--- src/rtl/serial_sub_param.sv ---
// serial_sub_param: digit-serial subtractor computing diff = a - b - borrow_in.
// DIGIT bits are processed per clock through a ripple of 1-bit full-subtract
// cells; the borrow is carried between cycles in a register. WIDTH/DIGIT digit
// cycles per operation, with a start/busy/done handshake.
// Optional macro SERIAL_SUB_OVF_EN adds a registered signed-overflow output.
module serial_sub_param #(
    parameter int WIDTH = 8,
    parameter int DIGIT = 1
) (
    input  logic             clk,
    input  logic             rst,
    input  logic             start,
    input  logic [WIDTH-1:0] a,
    input  logic [WIDTH-1:0] b,
    input  logic             borrow_in,
    output logic             busy,
    output logic             done,
    output logic [WIDTH-1:0] diff,
    output logic             borrow_out
`ifdef SERIAL_SUB_OVF_EN
    ,
    output logic             overflow
`endif
);

    localparam int DIGIT_SAFE = (DIGIT > 0) ? DIGIT : 1;
    localparam int N          = WIDTH / DIGIT_SAFE;
    localparam int CNT_W      = (N > 1) ? $clog2(N) : 1;
    localparam logic [CNT_W-1:0] LAST_CNT = CNT_W'(N - 1);

    // Refuse to elaborate a geometry that cannot be split into whole digits.
    generate
        if (WIDTH < 1 || DIGIT < 1 || (WIDTH % DIGIT_SAFE) != 0) begin : g_param_check
            $error("serial_sub_param: WIDTH must be >= 1 and a multiple of DIGIT");
        end
    endgenerate

    typedef enum logic [1:0] {
        ST_IDLE = 2'd0,
        ST_RUN  = 2'd1,
        ST_DONE = 2'd2
    } state_t;

    state_t             state_reg, state_next;
    logic [WIDTH-1:0]   a_sh_reg;
    logic [WIDTH-1:0]   b_sh_reg;
    logic [WIDTH-1:0]   res_reg;
    logic [WIDTH-1:0]   res_next;
    logic               borrow_reg;
    logic [CNT_W-1:0]   cnt_reg;
    logic [WIDTH-1:0]   diff_reg;
    logic               borrow_out_reg;
    logic               accept;
    logic               last_digit;
    logic [DIGIT_SAFE:0]   chain;
    logic [DIGIT_SAFE-1:0] d_digit;

    // Borrow ripples LSB-first across the cells of the current digit.
    assign chain[0] = borrow_reg;

    generate
        for (genvar gi = 0; gi < DIGIT_SAFE; gi++) begin : g_cell
            assign d_digit[gi]  = a_sh_reg[gi] ^ b_sh_reg[gi] ^ chain[gi];
            assign chain[gi+1]  = (~a_sh_reg[gi] & b_sh_reg[gi])
                                | (~(a_sh_reg[gi] ^ b_sh_reg[gi]) & chain[gi]);
        end
    endgenerate

    // New digit enters the result register from the MSB side.
    assign res_next   = WIDTH'({d_digit, res_reg} >> DIGIT_SAFE);
    assign last_digit = (state_reg == ST_RUN) && (cnt_reg == LAST_CNT);

    // State register.
    always_ff @(posedge clk) begin
        if (rst) begin
            state_reg <= ST_IDLE;
        end else begin
            state_reg <= state_next;
        end
    end

    // Next-state decode and handshake outputs; DONE accepts start like IDLE.
    always_comb begin
        state_next = state_reg;
        busy       = 1'b0;
        done       = 1'b0;
        accept     = 1'b0;
        case (state_reg)
            ST_IDLE: begin
                if (start) begin
                    accept     = 1'b1;
                    state_next = ST_RUN;
                end
            end
            ST_RUN: begin
                busy = 1'b1;
                if (last_digit) begin
                    state_next = ST_DONE;
                end
            end
            ST_DONE: begin
                done = 1'b1;
                if (start) begin
                    accept     = 1'b1;
                    state_next = ST_RUN;
                end else begin
                    state_next = ST_IDLE;
                end
            end
            default: state_next = ST_IDLE;
        endcase
    end

    // Datapath: latch operands on accept, shift one digit per RUN cycle,
    // publish the result on the last digit.
    always_ff @(posedge clk) begin
        if (rst) begin
            a_sh_reg       <= '0;
            b_sh_reg       <= '0;
            res_reg        <= '0;
            borrow_reg     <= 1'b0;
            cnt_reg        <= '0;
            diff_reg       <= '0;
            borrow_out_reg <= 1'b0;
        end else if (accept) begin
            a_sh_reg   <= a;
            b_sh_reg   <= b;
            res_reg    <= '0;
            borrow_reg <= borrow_in;
            cnt_reg    <= '0;
        end else if (state_reg == ST_RUN) begin
            a_sh_reg   <= a_sh_reg >> DIGIT_SAFE;
            b_sh_reg   <= b_sh_reg >> DIGIT_SAFE;
            res_reg    <= res_next;
            borrow_reg <= chain[DIGIT_SAFE];
            cnt_reg    <= cnt_reg + CNT_W'(1);
            if (last_digit) begin
                diff_reg       <= res_next;
                borrow_out_reg <= chain[DIGIT_SAFE];
            end
        end
    end

    assign diff       = diff_reg;
    assign borrow_out = borrow_out_reg;

`ifdef SERIAL_SUB_OVF_EN
    logic a_msb_reg;
    logic b_msb_reg;
    logic ovf_reg;

    // Operand sign bits are kept aside because the shift registers are consumed.
    always_ff @(posedge clk) begin
        if (rst) begin
            a_msb_reg <= 1'b0;
            b_msb_reg <= 1'b0;
            ovf_reg   <= 1'b0;
        end else if (accept) begin
            a_msb_reg <= a[WIDTH-1];
            b_msb_reg <= b[WIDTH-1];
        end else if (last_digit) begin
            ovf_reg <= (a_msb_reg != b_msb_reg) && (res_next[WIDTH-1] != a_msb_reg);
        end
    end

    assign overflow = ovf_reg;
`endif

endmodule

--- config.mk ---
export PLATFORM = sky130hd
export DESIGN_NAME = serial_sub_param
export DESIGN_NICKNAME = d
export VERILOG_FILES = /design/src/rtl/serial_sub_param.sv
export SDC_FILE = /design/constraint.sdc
export NUM_CORES = 1
export LEC_CHECK = 0
export BUFFER_PORTS_ARGS = -buffer_cell sky130_fd_sc_hd__buf_2
export CAP_MARGIN = 10
export CORE_MARGIN = 1
export CORE_UTILIZATION = 57
export CTS_CLUSTER_SIZE = 8
export DETAILED_ROUTE_END_ITERATION = 16
export PLACE_DENSITY = 0.82
export RECOVER_POWER = 25
export SKIP_LAST_GASP = 1
export SYNTH_ARGS = -nofsm -noshare
export SYNTH_HDL_FRONTEND = slang
export SYNTH_SLANG_ARGS = --single-unit
--- constraint.sdc ---
create_clock -name clk -period 3.63 [get_ports clk]
set_input_delay 0.363 -clock clk [delete_from_list [all_inputs] [get_ports clk]]
set_output_delay 0.363 -clock clk [all_outputs]
set_load 0.03 [all_outputs]
==> reports/qor.txt, run 1 <==
Inserted Clock Buffers = 5
F_max = 0.403 GHz
Most used standard cells in the synthesized netlist = sky130_fd_sc_hd__dfxtp_1, sky130_fd_sc_hd__nand2_1, sky130_fd_sc_hd__a21oi_1
Via count of the first global-routing pass = 1143
Reported max-cap violation count = 0
Number of antenna violations at the first check in global routing = 0
Path category of the worst min-delay check = input port to register
Power density relative to cell area = 457 nW/µm²
Share of async-settable or async-resettable flops after synthesis = 0%
Maximum fanout along the worst path = 36
Clock-pin slew reported for the worst setup and hold paths after clock tree synthesis = 0.11 ns
Internal power summed over all cells = 0.000560 W
Slew of the pin with the lowest slew margin = 1.14 ns
Hold WS = 0.280 ns
Tmin final = 2.48 ns
Final hold violations = 0
Sequential fraction of the synthesis area = 49.4%
Count leader, synth = sky130_fd_sc_hd__dfxtp_1
Fraction of final layout cells sized beyond drive strength 1 = 15.2%
Number of violations reported at the end of detailed-routing iteration 0 = 38
Overall global routing resource usage = 23.6%
Largest area contributor in the synthesized netlist = sky130_fd_sc_hd__dfxtp_1
Syn Inst Count = 175
TritonCTS clock tree = done
Hold-fix buffer count after cts = 0
Share of Yosys cell area claimed by the top area cell type = 49.4%
Post-route design area = 1660 µm²
Sw Ratio = 26.3%
Final setup violating endpoints = 0
Max-slew headroom = 24.1%
Min-Delay Startpoint = a[4]
Net count after synthesis = 198
CP Launch Type = register
Post-synth design cell area = 1540 µm²
Worst flop-to-flop path startpoint = state_reg[1]
Weighted congestion reported at the end of routability-driven placement = 0.747
CP Capture Type = primary output
Effective utilization at floorplan = 61.0%
Number of top-level design ports = 31
Height of the chip = 54.0 µm
Final standard cell count with taps included and fillers excluded = 227
Detailed-router iteration count before antenna repair = 4
Flip-flop and latch count after synthesis = 38
EDFF count, synth = 0
Postcts setup bufs = 0
First-pass GRT wire length = 4840 µm
Sum of routed wire length over all layers = 3080 µm
Commonest register cell after synthesis = sky130_fd_sc_hd__dfxtp_1
Routed via count = 1311
Setup TNS = 0 ns
Lkg Pwr = 0.599 nW
Number of fill cells in the layout = 243
Clock Skews = 0.00678 ns
H-tree level count = 2
Routed WL per cell = 13.5 µm
Critical Path AT = 2.12 ns
Detail Route Antenna Nets = 0
Worst-skew pair later-pin latency = 0.34 ns
Chip Width = 54.0 µm
Sequential group share of total power = 59.0%
Die Area = 2910 µm²
Clock tree root driver cell = sky130_fd_sc_hd__clkbuf_4
Area growth from synthesis to layout = 8.05%
CTS max path bufs = 2
Mean instance size in the synthesized netlist = 8.79 µm²
Unrepaired setup endpoints after global routing = false
Required time at the endpoint of the critical path = 3.27 ns
# clock sinks = 38
Fin. max-slew vios = 0
Largest net degree at the start of global routing = 37
Number of rows in the core area = 18
Outcome = completed
Final period util = 68.4%
Start point of the critical path = state_reg[0]
Placed wire-length estimate = 1990 µm
PortBufs = 30
Logic pwr share = 12.6%
Unique masters post-synth = 27
YS warnings = 0
Critical path class = register to primary output
Top cells by area in the synthesized netlist = sky130_fd_sc_hd__dfxtp_1, sky130_fd_sc_hd__nand2_1, sky130_fd_sc_hd__a21oi_1
Via density per instance = 5.78
Final antenna diode count = 0
Number of gates given a new drive strength after cts = 0
Clk pwr share = 28.4%
Net Sw Power = 0.000200 W
Nets@finish = 221
Number of placed instances with taps included = 221
Remaining global-route overflow = 0
Cell area reported after detailed placement = 1620 µm²
Area of the placeable core = 2520 µm²
Post-route DRC = 0
Largest vdd supply drop = 0.000362 V
## critical path, cell delays in order, from the launching register on
cell and delay [ns]:
sky130_fd_sc_hd__dfxtp_1 0.39, sky130_fd_sc_hd__nand2b_1 0.61, sky130_fd_sc_hd__inv_6 0.50, sky130_fd_sc_hd__buf_2 0.27
## power by group through the flow
stage / Clock [W] / Sequential (W) / Combinational [W]
final: 0.000216 / 0.000448 / 0.0000958
after global routing: 0.000230 / 0.000450 / 0.000106
after CTS: 0.000219 / 0.000448 / 0.0000940
after detailed placement: 0 / 0.000457 / 0.0000936
after global placement: 0 / 0.000456 / 0.0000892
after floorplan: 0 / 0.000454 / 0.0000826
## metal layers
layer / share of wire, % / global-route usage [%]
met5: 0 / 0
met4: 1.6 / 10.5
met3: 5.8 / 5.93
met2: 49 / 40.5
met1: 43 / 27.4
## layout make-up
class                           instances  area [µm²]  area share, %
Multi-Input combinational cell        120         659           39.7
Tap cell                               30        37.5           2.26
Sequential cell                        38         761           45.7
Clock buffer                            6        51.3           3.09
Inverter                                3        16.3          0.978
Timing Repair Buffer                   30         138           8.28
## cells by family (layout without fill, tap and decap cells)
kind of cell    Yosys count  after routing  share of synthesized area, %
simple gates             75             75                          21.5
compound gates           39             39                          16.5
flops                    38             38                          49.4
buf+inv                  17             39                          7.72
fa+ha+maj                 3              3                          2.93
mux                       2              2                          1.30
xor+xnor                  1              1                         0.569
## layout by cell type (no fill, tap or decap), types with 5 or more instances in the layout
cell type,synthesis,layout
sky130_fd_sc_hd__dfxtp_1,38,38
sky130_fd_sc_hd__nand2_1,36,36
sky130_fd_sc_hd__a21oi_1,21,21
sky130_fd_sc_hd__buf_2,4,20
sky130_fd_sc_hd__nor3_1,14,14
sky130_fd_sc_hd__nand3_1,11,11
sky130_fd_sc_hd__clkbuf_1,2,10
sky130_fd_sc_hd__nor2_1,8,8
sky130_fd_sc_hd__o22ai_1,7,7
sky130_fd_sc_hd__a311oi_1,5,5
sky130_fd_sc_hd__clkbuf_4,0,5
## worst paths after layout
| path | slack [ns] | to | cells after the start |
|---|---|---|---|
| setup / recovery | 1.15 | busy | 3 |
| hold reg to reg | 0.46 | diff[6] | 2 |
| setup reg to reg | 1.64 | b_sh_reg[1] | 4 |
| hold / removal | 0.28 | a_sh_reg[4] | 3 |
## metrics by stage
step           setup WS (ns)  power [W]  utilization, %
2_1_floorplan           2.46   0.000537               -
3_3_place_gp            1.61   0.000545            64.4
3_5_place_dp            1.56   0.000551            64.4
4_1_cts                 1.18   0.000761            66.4
5_1_grt                 1.01   0.000786            65.9
6_report                1.15   0.000760            65.9
No activity file was read; power rests on OpenSTA's default activity.
==> run 2, diff against run 1 <==
Settings changed: CORE_UTILIZATION 57 to 53, PLACE_DENSITY 0.82 to 0.77.
Clock period 3.63 ns to 2.36 ns, I/O delays scaled along.
==> run 2 against run 1 <==
  * Register-to-register slack worse by 0.90 ns
  * Cell area rose by 0.60%
  * Global-route usage decreased by 1.2 points
  * Die area up 7.3%
  * Sequential share of layout area decreased by 0.27 points
  * Utilization is 5.3 points lower
  * Critical path type unchanged
  * Largest cell class unchanged
  * Largest power group unchanged
==> reports/qor.txt, run 2 (synthesized netlist as in run 1, its figures left out) <==
Clock Skews = 0.00351 ns (was 0.00678 ns)
Inserted Clock Buffers = 5 (unchanged)
Number of fill cells in the layout = 268 (was 243)
R2R setup slack = 0.74 ns (was 1.64 ns)
Effective utilization at floorplan = 55.8% (was 61.0%)
Largest net degree at the start of global routing = 37 (unchanged)
Final period util = 80.4%
Commonest non-fill, non-tap cell in the layout = sky130_fd_sc_hd__dfxtp_1 (unchanged)
Required time at the endpoint of the critical path = 2.12 ns (was 3.27 ns)
Buffering stage count on the worst path with inverters included = 2 (unchanged)
Slew of the pin with the lowest slew margin = 0.531 ns (was 1.14 ns)
CP delay by family, top = buffers and inverters (unchanged)
Hold-fix buffer count after cts = 0 (unchanged)
Nets@finish = 223 (was 221)
Post-route design area = 1670 µm² (was 1660 µm²)
Weighted congestion reported at the end of routability-driven placement = 0.719 (was 0.747)
Via count of the first global-routing pass = 1233 (was 1143)
Cell area reported after detailed placement = 1640 µm² (was 1620 µm²)
CP Capture Type = primary output (unchanged)
Number of rows in the core area = 19 (was 18)
Detail Route Antenna Nets = 0 (unchanged)
Reported max-cap violation count = 0 (unchanged)
Lkg Pwr = 0.604 nW (was 0.599 nW)
First-pass GRT wire length = 5450 µm (was 4840 µm)
Overall global routing resource usage = 22.5% (was 23.6%)
# clock sinks = 38 (unchanged)
Worst flop-to-flop path startpoint = cnt_reg[0] (was state_reg[1])
CP Launch Type = register (unchanged)
Worst-skew pair later-pin latency = 0.34 ns (about the same)
Remaining global-route overflow = 0 (unchanged)
Number of top-level design ports = 31 (unchanged)
Cell breakdown of the critical path = nand2b_1 -> inv_6 -> buf_2 (unchanged)
Routed WL per cell = 13.4 µm (was 13.5 µm)
Postcts setup bufs = 0 (unchanged)
Final antenna diode count = 0 (unchanged)
Setup TNS = 0 ns (unchanged)
Height of the chip = 55.9 µm (was 54.0 µm)
Post-route DRC = 0 (unchanged)
Area growth from synthesis to layout = 8.70% (was 8.05%)
Number of cells on the worst reg-to-reg path = 5 (was 4)
Number of cells traversed by the worst hold path = 3 (unchanged)
Number of violations reported at the end of detailed-routing iteration 0 = 38 (unchanged)
Path category of the worst min-delay check = input port to register (unchanged)
Total number of cells along the worst setup path = 3 (unchanged)
Fraction of final layout cells sized beyond drive strength 1 = 15.5% (was 15.2%)
Number of gates given a new drive strength after cts = 0 (unchanged)
Start point of the critical path = state_reg[0] (unchanged)
Placed wire-length estimate = 2090 µm (was 1990 µm)
Area of the placeable core = 2760 µm² (was 2520 µm²)
TritonCTS clock tree = done (unchanged)
Min-Delay Startpoint = b[6] (was a[4])
Largest vdd supply drop = 0.000441 V (was 0.000362 V)
Unrepaired setup endpoints after global routing = false (unchanged)
Chip Width = 55.9 µm (was 54.0 µm)
Sum of routed wire length over all layers = 3100 µm (was 3080 µm)
H-tree level count = 2 (unchanged)
Cell with the largest stage delay on the worst path = sky130_fd_sc_hd__dfxtp_1 (was sky130_fd_sc_hd__nand2b_1)
Clock-pin slew reported for the worst setup and hold paths after clock tree synthesis = 0.10 ns (was 0.11 ns)
Power density relative to cell area = 685 nW/µm² (was 457 nW/µm²)
Die Area = 3120 µm² (was 2910 µm²)
Fin. max-slew vios = 0 (unchanged)
Routed via count = 1280 (was 1311)
Final setup violating endpoints = 0 (unchanged)
Final hold violations = 0 (unchanged)
Max-slew headroom = 64.6% (was 24.1%)
Number of antenna violations at the first check in global routing = 0 (unchanged)
Critical path class = register to primary output (unchanged)
CTS max path bufs = 2 (unchanged)
Outcome = completed (unchanged)
Via density per instance = 5.54 (was 5.78)
Maximum fanout along the worst path = 36 (unchanged)
PortBufs = 30 (unchanged)
Tmin final = 1.90 ns
Critical Path AT = 1.66 ns (was 2.12 ns)
Delay of the slowest cell on the worst path = 0.41 ns (was 0.61 ns)
Clock tree root driver cell = sky130_fd_sc_hd__clkbuf_4 (unchanged)
F_max = 0.527 GHz
Detailed-router iteration count before antenna repair = 4 (unchanged)
Leading cell types in the layout, fill and taps excluded = sky130_fd_sc_hd__dfxtp_1, sky130_fd_sc_hd__nand2_1, sky130_fd_sc_hd__a21oi_1 (unchanged)
## run 2: changes by cell type in the layout (fill, tap and decap cells not counted)
| cell | before | now |
|---|---|---|
| sky130_fd_sc_hd__buf_4 | 0 | 2 |
| sky130_fd_sc_hd__clkbuf_8 | 1 | 0 |
| sky130_fd_sc_hd__clkbuf_1 | 10 | 12 |
## run 2: power breakdown
| part | switching [W] | total, W | internal (W) | leakage, nW |
|---|---|---|---|---|
| registers | 0.0000166 | 0.000688 | 0.000671 | 0.310 |
| logic | 0.0000912 | 0.000150 | 0.0000585 | 0.269 |
| clock network | 0.000195 | 0.000307 | 0.000112 | 0.0254 |
## run 2: worst reg2reg max path, delay by kind of cell (launching register included)
| kind | cells | cell delay, ns |
|---|---|---|
| AOI/OAI and AO/OA | 1 | 0.08 |
| adders and majority gates | 2 | 0.55 |
| DFF | 1 | 0.36 |
| and+or+nand+nor | 2 | 0.51 |
## run 2: path summary, 6_finish.rpt
| check | end |
|---|---|
| hold / removal | b_sh_reg[6] |
| hold reg to reg | diff[2] |
| setup / recovery | busy |
| setup reg to reg | diff[1] |
## run 2: routing by layer
metal	GRT usage, %	routed length (µm)	up-vias
li1	-	-	652
met1	26.7	1350	587
met2	37.0	1510	35
met3	5.35	192	6
met4	13.2	51	0
met5	0	0	-
## run 2: cell type report
class / instances / area, µm² / area share [%]
well taps: 31 / 38.8 / 2.32
multi-input cells: 120 / 659 / 39.4
clock buffers: 7 / 45.0 / 2.69
repair buffers: 32 / 153 / 9.12
flip-flops and latches: 38 / 761 / 45.5
inverters: 3 / 16.3 / 0.972
## run 2: metrics by stage
stage	total power, W	std cells	hold WS [ns]	util, %	setup slack, ns
floorplan	0.000825	175	0.410	-	1.19
global placement	0.000844	224	0.442	59.5	0.828
detailed placement	0.000853	224	0.447	59.5	0.745
CTS	0.00115	231	0.171	61.1	0.441
global route	0.00120	231	0.157	60.7	0.287
finish	0.00115	231	0.176	60.7	0.462
